File: config.mk
export PLATFORM = sky130hd
export DESIGN_NAME = mpc_div_30s_8ns_21_seq
export DESIGN_NICKNAME = d
export VERILOG_FILES = /design/src/rtl/mpc_div_30s_8ns_21_seq.sv
export SDC_FILE = /design/constraint.sdc
export NUM_CORES = 1
export LEC_CHECK = 0
export ABC_AREA = 0
export CAP_MARGIN = 20
export CORE_MARGIN = 3
export CORE_UTILIZATION = 51
export CTS_CLUSTER_DIAMETER = 150
export DETAILED_ROUTE_END_ITERATION = 16
export GPL_ROUTABILITY_DRIVEN = 0
export HOLD_SLACK_MARGIN = 0.1
export PLACE_DENSITY_LB_ADDON = 0.05
export SYNTH_ARGS = -nofsm -noshare
export SYNTH_HDL_FRONTEND = slang
export SYNTH_SLANG_ARGS = --single-unit
export TNS_END_PERCENT = 10
File: constraint.sdc
create_clock -name clk -period 2.5 [get_ports clk]
set_input_delay 0.25 -clock clk [delete_from_list [all_inputs] [get_ports clk]]
set_output_delay 0.25 -clock clk [all_outputs]
set_load 0.005 [all_outputs]
File: src/rtl/mpc_div_30s_8ns_21_seq.sv
// Sequential 30s / 8ns restoring divider: one quotient bit per ce-cycle,
// 21-bit signed saturated quotient plus remainder signed like the dividend.
module mpc_div_30s_8ns_21_seq (
  input  logic        clk,
  input  logic        rst,
  input  logic        ce,
  input  logic        start,
  input  logic [29:0] a,
  input  logic [7:0]  b,
  output logic        ready,
  output logic        done,
  output logic [20:0] q,
  output logic [8:0]  r,
  output logic        sat,
  output logic        div0
);

  typedef enum logic [1:0] {
    ST_IDLE = 2'd0,
    ST_CALC = 2'd1,
    ST_FIX  = 2'd2
  } state_t;

  state_t      state_q, state_d;
  logic [4:0]  cnt_q, cnt_d;
  logic [29:0] dvd_q, dvd_d;
  logic [29:0] quo_q, quo_d;
  logic [7:0]  rem_q, rem_d;
  logic [7:0]  b_q, b_d;
  logic        neg_q, neg_d;
  logic        zero_q, zero_d;
  logic        done_q, done_d;
  logic [20:0] q_q, q_d;
  logic [8:0]  r_q, r_d;
  logic        sat_q, sat_d;
  logic        div0_q, div0_d;

  logic [8:0]  partial_s;
  logic        ge_s;

  // Next-state, datapath step and result formatting.
  always_comb begin
    state_d   = state_q;
    cnt_d     = cnt_q;
    dvd_d     = dvd_q;
    quo_d     = quo_q;
    rem_d     = rem_q;
    b_d       = b_q;
    neg_d     = neg_q;
    zero_d    = zero_q;
    done_d    = 1'b0;
    q_d       = q_q;
    r_d       = r_q;
    sat_d     = sat_q;
    div0_d    = div0_q;
    partial_s = {rem_q, dvd_q[29]};
    ge_s      = (partial_s >= {1'b0, b_q});

    case (state_q)
      ST_IDLE: begin
        if (start) begin
          dvd_d   = a[29] ? (30'd0 - a) : a;
          b_d     = b;
          neg_d   = a[29];
          zero_d  = (b == 8'd0);
          rem_d   = 8'd0;
          quo_d   = 30'd0;
          cnt_d   = 5'd29;
          state_d = ST_CALC;
        end else begin
          state_d = ST_IDLE;
        end
      end
      ST_CALC: begin
        // Result of a successful subtract is < b, so 8 bits suffice.
        rem_d = ge_s ? (partial_s[7:0] - b_q) : partial_s[7:0];
        quo_d = {quo_q[28:0], ge_s};
        dvd_d = {dvd_q[28:0], 1'b0};
        cnt_d = cnt_q - 5'd1;
        if (cnt_q == 5'd0) begin
          state_d = ST_FIX;
        end else begin
          state_d = ST_CALC;
        end
      end
      ST_FIX: begin
        done_d  = 1'b1;
        div0_d  = zero_q;
        state_d = ST_IDLE;
        if (zero_q) begin
          q_d   = neg_q ? 21'h100000 : 21'h0FFFFF;
          r_d   = 9'd0;
          sat_d = 1'b1;
        end else begin
          r_d = neg_q ? (9'd0 - {1'b0, rem_q}) : {1'b0, rem_q};
          if (neg_q) begin
            if (quo_q > 30'd1048576) begin
              q_d   = 21'h100000;
              sat_d = 1'b1;
            end else begin
              q_d   = 21'd0 - quo_q[20:0];
              sat_d = 1'b0;
            end
          end else begin
            if (quo_q > 30'd1048575) begin
              q_d   = 21'h0FFFFF;
              sat_d = 1'b1;
            end else begin
              q_d   = quo_q[20:0];
              sat_d = 1'b0;
            end
          end
        end
      end
      default: begin
        state_d = ST_IDLE;
      end
    endcase
  end

  // State and output registers; rst wins over ce.
  always_ff @(posedge clk) begin
    if (rst) begin
      state_q <= ST_IDLE;
      cnt_q   <= 5'd0;
      dvd_q   <= 30'd0;
      quo_q   <= 30'd0;
      rem_q   <= 8'd0;
      b_q     <= 8'd0;
      neg_q   <= 1'b0;
      zero_q  <= 1'b0;
      done_q  <= 1'b0;
      q_q     <= 21'd0;
      r_q     <= 9'd0;
      sat_q   <= 1'b0;
      div0_q  <= 1'b0;
    end else if (ce) begin
      state_q <= state_d;
      cnt_q   <= cnt_d;
      dvd_q   <= dvd_d;
      quo_q   <= quo_d;
      rem_q   <= rem_d;
      b_q     <= b_d;
      neg_q   <= neg_d;
      zero_q  <= zero_d;
      done_q  <= done_d;
      q_q     <= q_d;
      r_q     <= r_d;
      sat_q   <= sat_d;
      div0_q  <= div0_d;
    end
  end

  assign ready = (state_q == ST_IDLE);
  assign done  = done_q;
  assign q     = q_q;
  assign r     = r_q;
  assign sat   = sat_q;
  assign div0  = div0_q;

endmodule
# Yosys cells after proc, flatten, opt, wreduce, memory -nomap -nowiden
# Index checks and enable logic that the tools add are counted.
# Widths: inputs -> output; s select.
# word_totals
ff_bits,118
input_bits,42
output_inout_bits,34
wordCells,56
# op_classes
addsub,5
n_lt_le_gt_ge,3
n_eq_ne,3
muxes,25
n_reduce_logical,7
# op_table
operator,n
$pmux 30 s2,2
$mux 21,5
$mux 30,3
$gt 30x20->1 const B,1
$gt 30x21->1 const B,1
$sub 1x30->30 const A,1
$sub 1x21->21 const A,1
$mux 9,2
$mux 8,2
$pmux 8 s2,1
$pmux 5 s2,1
$ge 9x8->1,1
$sub 1x8->9 const A,1
$logic_not 8->1,1
$sub 8x8->8,1
$mux 1,6
$reduce_and 3->1,2
$logic_not 5->1,1
$mux 5,1
$sub 5x1->5 const B,1
$pmux 2 s2,1
$eq 2x1->1 const B,1
$eq 2x2->1 const B,1
$logic_not 2->1,1
other kinds (4),4

# Logic depth before layout (Yosys ltp)
# Gate-level depths: netlist (run 1).
# logic_depth
ltp_word,4
ltp_mapped,9

# Worst setup path after synthesis (run 1)
# No wires, ideal clock.
# synth_timing
kind,flip-flop to flip-flop
startpoint,register quo_q[0]
endpoint,"register q_q[17], in the netlist q[17]"
setup_ps,58
arrival_ps,2388
setup_slack_ps,54
stages_incl_launch_ff,9
n_path_buf,1
cell_sequence,dfxtp_1 inv_1 ha_1 or4b_1 or4_4 buf_6 o31ai_4 and4_1 o221a_2
# synth_via
elab_chain_cells,4
elab_cells_between_ends,7
classes_between,add/sub (1); order compare (2); mux (4)
# synth_rtl
item,line_no,text
"start, declared",27,"logic [29:0] quo_q, quo_d;"
"start signal, assigned",141,quo_q <= quo_d;
"$gt 30x20->1, or another cell as far along",105,if (quo_q > 30'd1048575) begin
"$mux 21, on equally long branches","105, 97",
$mux 21 *,96,if (neg_q) begin
$mux 21 *,90,if (zero_q) begin
"end signal, assigned",147,q_q <= q_d;
"end, declared",33,"logic [20:0] q_q, q_d;"
# Mark *: on every way between the ends. The rest lies on a longest branch, timed or not.
# A chain may end at the register's enable or synchronous reset.

# Final worst setup path (run 1)
# layout_timing
startpoint,input port a[12]
endpoint,register dvd_q[24]
# layout_via
elab_chain_cells,4
# layout_rtl
item,line_no,text
"start, declared",8,"input logic [29:0] a,"
$sub 1x30->30,62,dvd_d = a[29] ? (30'd0 - a) : a;
$mux 30,62,
$mux 30,61,if (start) begin
$pmux 30 s2,59,case (state_q)
"end signal, assigned",140,dvd_q <= dvd_d;
"end, declared",26,"logic [29:0] dvd_q, dvd_d;"
# No other way between the ends. The select of a mux whose other input is x is not followed.

==> results of run 1 <==
[cell usage in the layout, fill, tap and decap left out, types with 5 or more instances in the layout]
| cell type | Yosys | routed |
|---|---|---|
| o211ai_1 | 5 | 5 |
| clkdlybuf4s50_1 | 0 | 74 |
| nand4_1 | 5 | 5 |
| o22ai_1 | 8 | 8 |
| a22oi_1 | 35 | 35 |
| o21ai_0 | 47 | 47 |
| inv_1 | 25 | 25 |
| dfxtp_1 | 118 | 118 |
| xor2_1 | 23 | 23 |
| o41ai_1 | 11 | 8 |
| mux2i_1 | 10 | 10 |
| or4_1 | 10 | 10 |
| clkbuf_8 | 0 | 5 |
| nand2b_1 | 7 | 7 |
| nand3_1 | 22 | 22 |
| nor3_1 | 14 | 13 |
| ha_1 | 12 | 12 |
| a21oi_1 | 59 | 59 |
| nor2b_1 | 5 | 5 |
| nand2_1 | 65 | 65 |
| nor2_1 | 89 | 89 |
| clkbuf_1 | 53 | 6 |
| a211o_1 | 6 | 6 |
| nor4_1 | 10 | 10 |
| a31oi_1 | 10 | 10 |
| o21a_1 | 11 | 11 |
| clkbuf_16 | 0 | 17 |
| o31ai_1 | 16 | 15 |
| xnor2_1 | 14 | 14 |
| or3_1 | 7 | 6 |
| buf_4 | 0 | 81 |
[per-stage QoR]
stage	hold slack, ns	util (%)	cells	power [µW]	worst slack, ns
final	0.348	69.0	1088	5110	-0.0537
after global placement	0.442	64.1	1057	2790	-0.370
after floorplan	0.381	-	795	2500	0.0538
after CTS	0.337	68.7	1088	5120	0.00429
after global routing	0.383	69.0	1088	5300	-0.136
after detailed placement	0.447	64.1	1057	2820	-0.408
[cells by family after synthesis]
group / after synthesis / synth area share (%)
buffers and inverters: 90 / 5.58
XOR/XNOR: 37 / 5.03
adder cells (fa/ha/maj): 13 / 2.64
flip-flops: 118 / 36.7
multiplexers: 11 / 1.73
AO/OA/AOI/OAI: 259 / 27.6
AND/OR/NAND/NOR: 267 / 20.7
[flip-flops by register name (all words and copies together), names as in the netlist]
register  flops
cnt_q         5
q            21
rem_q         8
b_q           8
quo_q        30
neg_q         1
r             9
dvd_q        30
div0          1
sat           1
zero_q        1
state_q       2
done          1
[final timing paths]
path                 start         to  slack (ns)  depth (start not counted)
hold / removal         rst       r[7]        0.35                          4
setup / recovery     a[12]  dvd_q[24]       -0.05                          7
hold reg to reg   dvd_q[5]   dvd_q[5]        0.45                          2
setup reg to reg  quo_q[0]      q[16]        0.07                          8
[power groups by stage]
stage          Sequential, µW  Clock [µW]  Combinational (µW)
5_1_grt                  2000        2420                 889
4_1_cts                  1990        2330                 799
2_1_floorplan            2020           0                 485
3_3_place_gp             2020           0                 769
3_5_place_dp             2030           0                 791
6_report                 1990        2310                 812
[final cells by class]
cell class | instances | area, µm²
multi-input combinational | 587 | 3770
timing repair buffer | 158 | 1390
clock buffer | 28 | 517
tap | 168 | 210
clock inverter | 3 | 40.0
inverter | 26 | 97.6
fill | 1030 | 3770
sequential | 118 | 2360
[critical path, cell delays in order]
cell and delay [ns]:
clkdlybuf4s50_1 0.47, or4_1 0.55, or4_1 0.65, buf_4 0.23, o31ai_1 0.32, xor2_1 0.12
a221oi_1 0.29
[routing by layer]
metal / wire [µm] / track usage, %
met4: 178 / 6.45
met1: 8270 / 34.0
met5: 0 / 0
met2: 8950 / 44.9
met3: 1090 / 6.94
[timing repair]
action                                  4_1_cts  5_1_grt
endpoints found under the setup margin        1       18
setup buffers                                 0        0
gates resized for setup                       2        6
hold buffers                                  0        0
==> flow_summary.ini, run 1 <==
[synth]
synth-seq-cells = 118
yosysMostFrequentCell = dfxtp_1
syn_inst = 795
synth_edf_count = 0
synthFlopType = dfxtp_1
synth_cell_types = 76
async_flop_share_pct = 0
seq_area_frac_synth_pct = 36.7
yosys.area.top_type_share_pct = 36.7
synth_area_per_cell_um2 = 8.10
synth_top_cell_by_area = dfxtp_1
synth_nets = 850
yosys-top-cells-count = 118 x dfxtp_1, 89 x nor2_1, 65 x nand2_1
synth_warnings = 0
synthTopCellsByArea = dfxtp_1 37%, nor2_1 5.2%, a21oi_1 4.6%
syn_area_mm2 = 0.00644

[critical_path]
critPathMaxFanout = 7
end_kind = flop
start_kind = input port
cp.arrival_ns = 2.87
cp_data_required_time_ns = 2.82
crit_type = in -> reg

[sta]
hold_viol = 0
fin_skew_ns = 0.00750
setup_slack_ns = -0.0537
worstMarginPinSlew_ns = 0.805
final.min_clock_period_ns = 2.55
min_period_over_period_pct = 102
fin_tns_setup_ns = -0.0537
final-max-slew-violation-count = 0
max_freq_ghz = 0.392
slew_headroom_pct = 46.1
setup_viol = 1
rsz0062_at_grt = yes

[global_route]
gr-usage-all-layers_pct = 26.6
antenna_found_initial = 0
grt_max_degree = 57
grt_overflow = 0
grt_pass1_wl_um = 31000
grt_pass1_vias = 6410

[cells_and_area]
drive_above_1_share_pct = 14.9
fin_area_mm2 = 0.00839
area_growth_pct = 30.4
fin_nets = 963
diodes = 0

[pwr]
p_int_uw = 3800
switching_share_pct = 25.7
leakage_uw = 0.00318
netSwitchingPower_uw = 1310
clock_power_share_pct = 45.2
power_density_mw_per_mm2 = 609
seq_power_share_pct = 38.9
pwr-share-comb_pct = 15.9
max-vdd-ir-drop_v = 0.000500

[detailed_routing]
dr.pass1.iters = 5
viasPerCell = 6.01
vias = 6534
ant_nets = 0
wl_per_cell_um = 17.0
drt_iter0_drc = 631
drc = 0
routed_wl_um = 18500

[placement]
port_buffers = 75
place_area_mm2 = 0.00779
dpl.hpwl_um = 12700

[outcome]
outcome = complete, but fails checks
violations = setup timing

[clock_network]
cts_root_buf = clkbuf_16
cts_sinks = 118
cts-htree-levels = 4
insertion_delay_ns = 0.41
cts_tree = done
cts-buffers-inserted = 17
clk_path_buf_depth = 2
path_clk_slew_ns = 0.05

[floorplanning]
die_height_um = 118
die_area_mm2 = 0.0140
dieWidth_um = 118
io_pins = 76
initial_utilization_pct = 52.9
core_area_mm2 = 0.0122
rows = 40

[flow_run]
max-cap-violations = 0

[min_path]
hold_path_class = in -> reg
Note: power is estimated with default switching activity, not from simulation.
==> inputs of run 2 (changes only) <==
- CORE_ASPECT_RATIO: not set -> 2
- GPL_ROUTABILITY_DRIVEN: 0 -> 1
==> flow_summary.ini, run 2 (synthesis gave the netlist of run 1 again) <==
[sta]
fin_hold_ws_ns = 0.392
rsz0062_at_grt = yes
final-max-slew-violation-count = 0
hold_viol = 0
min_period_over_period_pct = 97.6
fin_skew_ns = 0.00842
final.min_clock_period_ns = 2.44
setup_viol = 0
worstMarginPinSlew_ns = 0.641
setup_slack_ns = 0.0598
slew_headroom_pct = 57.2
max_freq_ghz = 0.410

[critical_path]
rrSetupSlack_ns = 0.06
start_kind = flop
critPathMaxFanout = 9
cp-startpoint = quo_q[0]
max_stage_delay_ns = 0.49
cp.arrival_ns = 2.78
cp_cell_sequence = inv_2 -> ha_1 -> or4b_4 -> or4_4 -> o31ai_4 -> buf_6 -> nand4_4 -> o22ai_2
end_kind = flop
crit_type = reg -> reg
cpMaxStageDelayCell = or4_4
rr_startpoint = quo_q[0]
cp_data_required_time_ns = 2.84

[pwr]
p_int_uw = 3970
leakage_uw = 0.00322
max-vdd-ir-drop_v = 0.000539
netSwitchingPower_uw = 1370
power_density_mw_per_mm2 = 630
clock_power_share_pct = 47.3
seq_power_share_pct = 37.3
switching_share_pct = 25.7
pwr-share-comb_pct = 15.4

[placement]
port_buffers = 75
place_area_mm2 = 0.00777
dpl.hpwl_um = 13500
gp_congestion = 0.879
pre_cts_ws_ns = -0.498
dp.cells = 1035

[detailed_routing]
drt_iter0_drc = 411
drc = 0
ant_nets = 0
wl_per_cell_um = 18.1
vias = 6559
viasPerCell = 6.15
dr.pass1.iters = 9
routed_wl_um = 19300

[floorplanning]
initial_utilization_pct = 52.5
die_height_um = 165
core_area_mm2 = 0.0123
dieWidth_um = 85.4
io_pins = 76
die_area_mm2 = 0.0141
rows = 57

[global_route]
grt_max_degree = 104
grt_pass1_vias = 6792
gr-usage-all-layers_pct = 28.1
grt_overflow = 0
gr-usage-met2_pct = 50.6
use_met1_pct = 30.0
grt_busiest_layer = met2
antenna_found_initial = 0
use_met3_pct = 4.64
grt_pass1_wl_um = 32000

[clock_network]
cts_sinks = 118
cts-buffers-inserted = 17
hold_buffers = 0
clk_path_buf_depth = 2
cts_tree = done
cts-htree-levels = 4
path_clk_slew_ns = 0.06
insertion_delay_ns = 0.41
cts_root_buf = clkbuf_16

[min_path]
min_from = rst
hold_path_class = in -> reg

[flow_run]
max-cap-violations = 0

[cells_and_area]
area_growth_pct = 31.9
diodes = 0
fill_cells = 998
drive_above_1_share_pct = 16.0
postLayoutCoreUtil_pct = 69.2
fin_area_mm2 = 0.00849
mostFrequentLayoutCells = 118 x dfxtp_1, 89 x nor2_1, 78 x buf_4
fin_cells = 1066
final_common_cell = dfxtp_1
fin_nets = 962

[outcome]
outcome = completed
run 2: changes by cell type in the layout (fill, tap and decap cells not counted), sizes merged:
cell | previous run | this run
clkinv | 3 | 4
inv | 25 | 26
clkinvlp | 0 | 5
bufinv | 1 | 4
clkbuf | 28 | 18
buf | 84 | 83
run 2: power groups by stage:
| stage | Clock [µW] | Sequential [µW] | Combinational (µW) |
|---|---|---|---|
| 2_1_floorplan | 0 | 2020 | 485 |
| 3_3_place_gp | 0 | 2030 | 772 |
| 3_5_place_dp | 0 | 2030 | 795 |
| 4_1_cts | 2560 | 1990 | 805 |
| 5_1_grt | 2640 | 2000 | 901 |
| 6_report | 2530 | 1990 | 821 |
run 2: area by class of cell:
type | instances | area [µm²] | area share (%)
repair buffers | 157 | 1400 | 16.5
well taps | 147 | 184 | 2.17
clock buffers | 18 | 429 | 5.06
inverters | 26 | 97.6 | 1.15
flip-flops and latches | 118 | 2360 | 27.8
clock inverters | 13 | 181 | 2.14
multi-input cells | 587 | 3830 | 45.1
run 2: path summary, 6_finish.rpt:
| path | depth (start not counted) | endpoint |
|---|---|---|
| min reg2reg | 2 | dvd_q[12] |
| min | 3 | quo_q[26] |
| max reg2reg | 8 | q[1] |
| max | 8 | q[1] |
run 2: worst max-delay path, delay by kind of cell, from the launching register on:
family,cells,cell delay [ns]
compound gates,2,0.44
fa+ha+maj,1,0.17
simple gates,3,1.17
flops,1,0.31
buf+inv,2,0.26
run 2: metrics by stage:
step / setup TNS, ns / power, µW
6_report: 0 / 5340
5_1_grt: 0 / 5540
4_1_cts: -0.00108 / 5360
3_5_place_dp: -6.25 / 2830
3_3_place_gp: -5.15 / 2800
2_1_floorplan: 0 / 2500
run 2: layer usage:
| layer | routed length (µm) | part of all wire [%] |
|---|---|---|
| met4 | 920 | 4.8 |
| met3 | 939 | 4.9 |
| met2 | 10300 | 53 |
| met1 | 7160 | 37 |
| met5 | 0 | 0 |
run 2: repair_timing:
action,CTS,global route
gates resized for setup,5,16
setup buffers,0,0
setup endpoints to repair,11,25
hold endpoints to repair,0,0
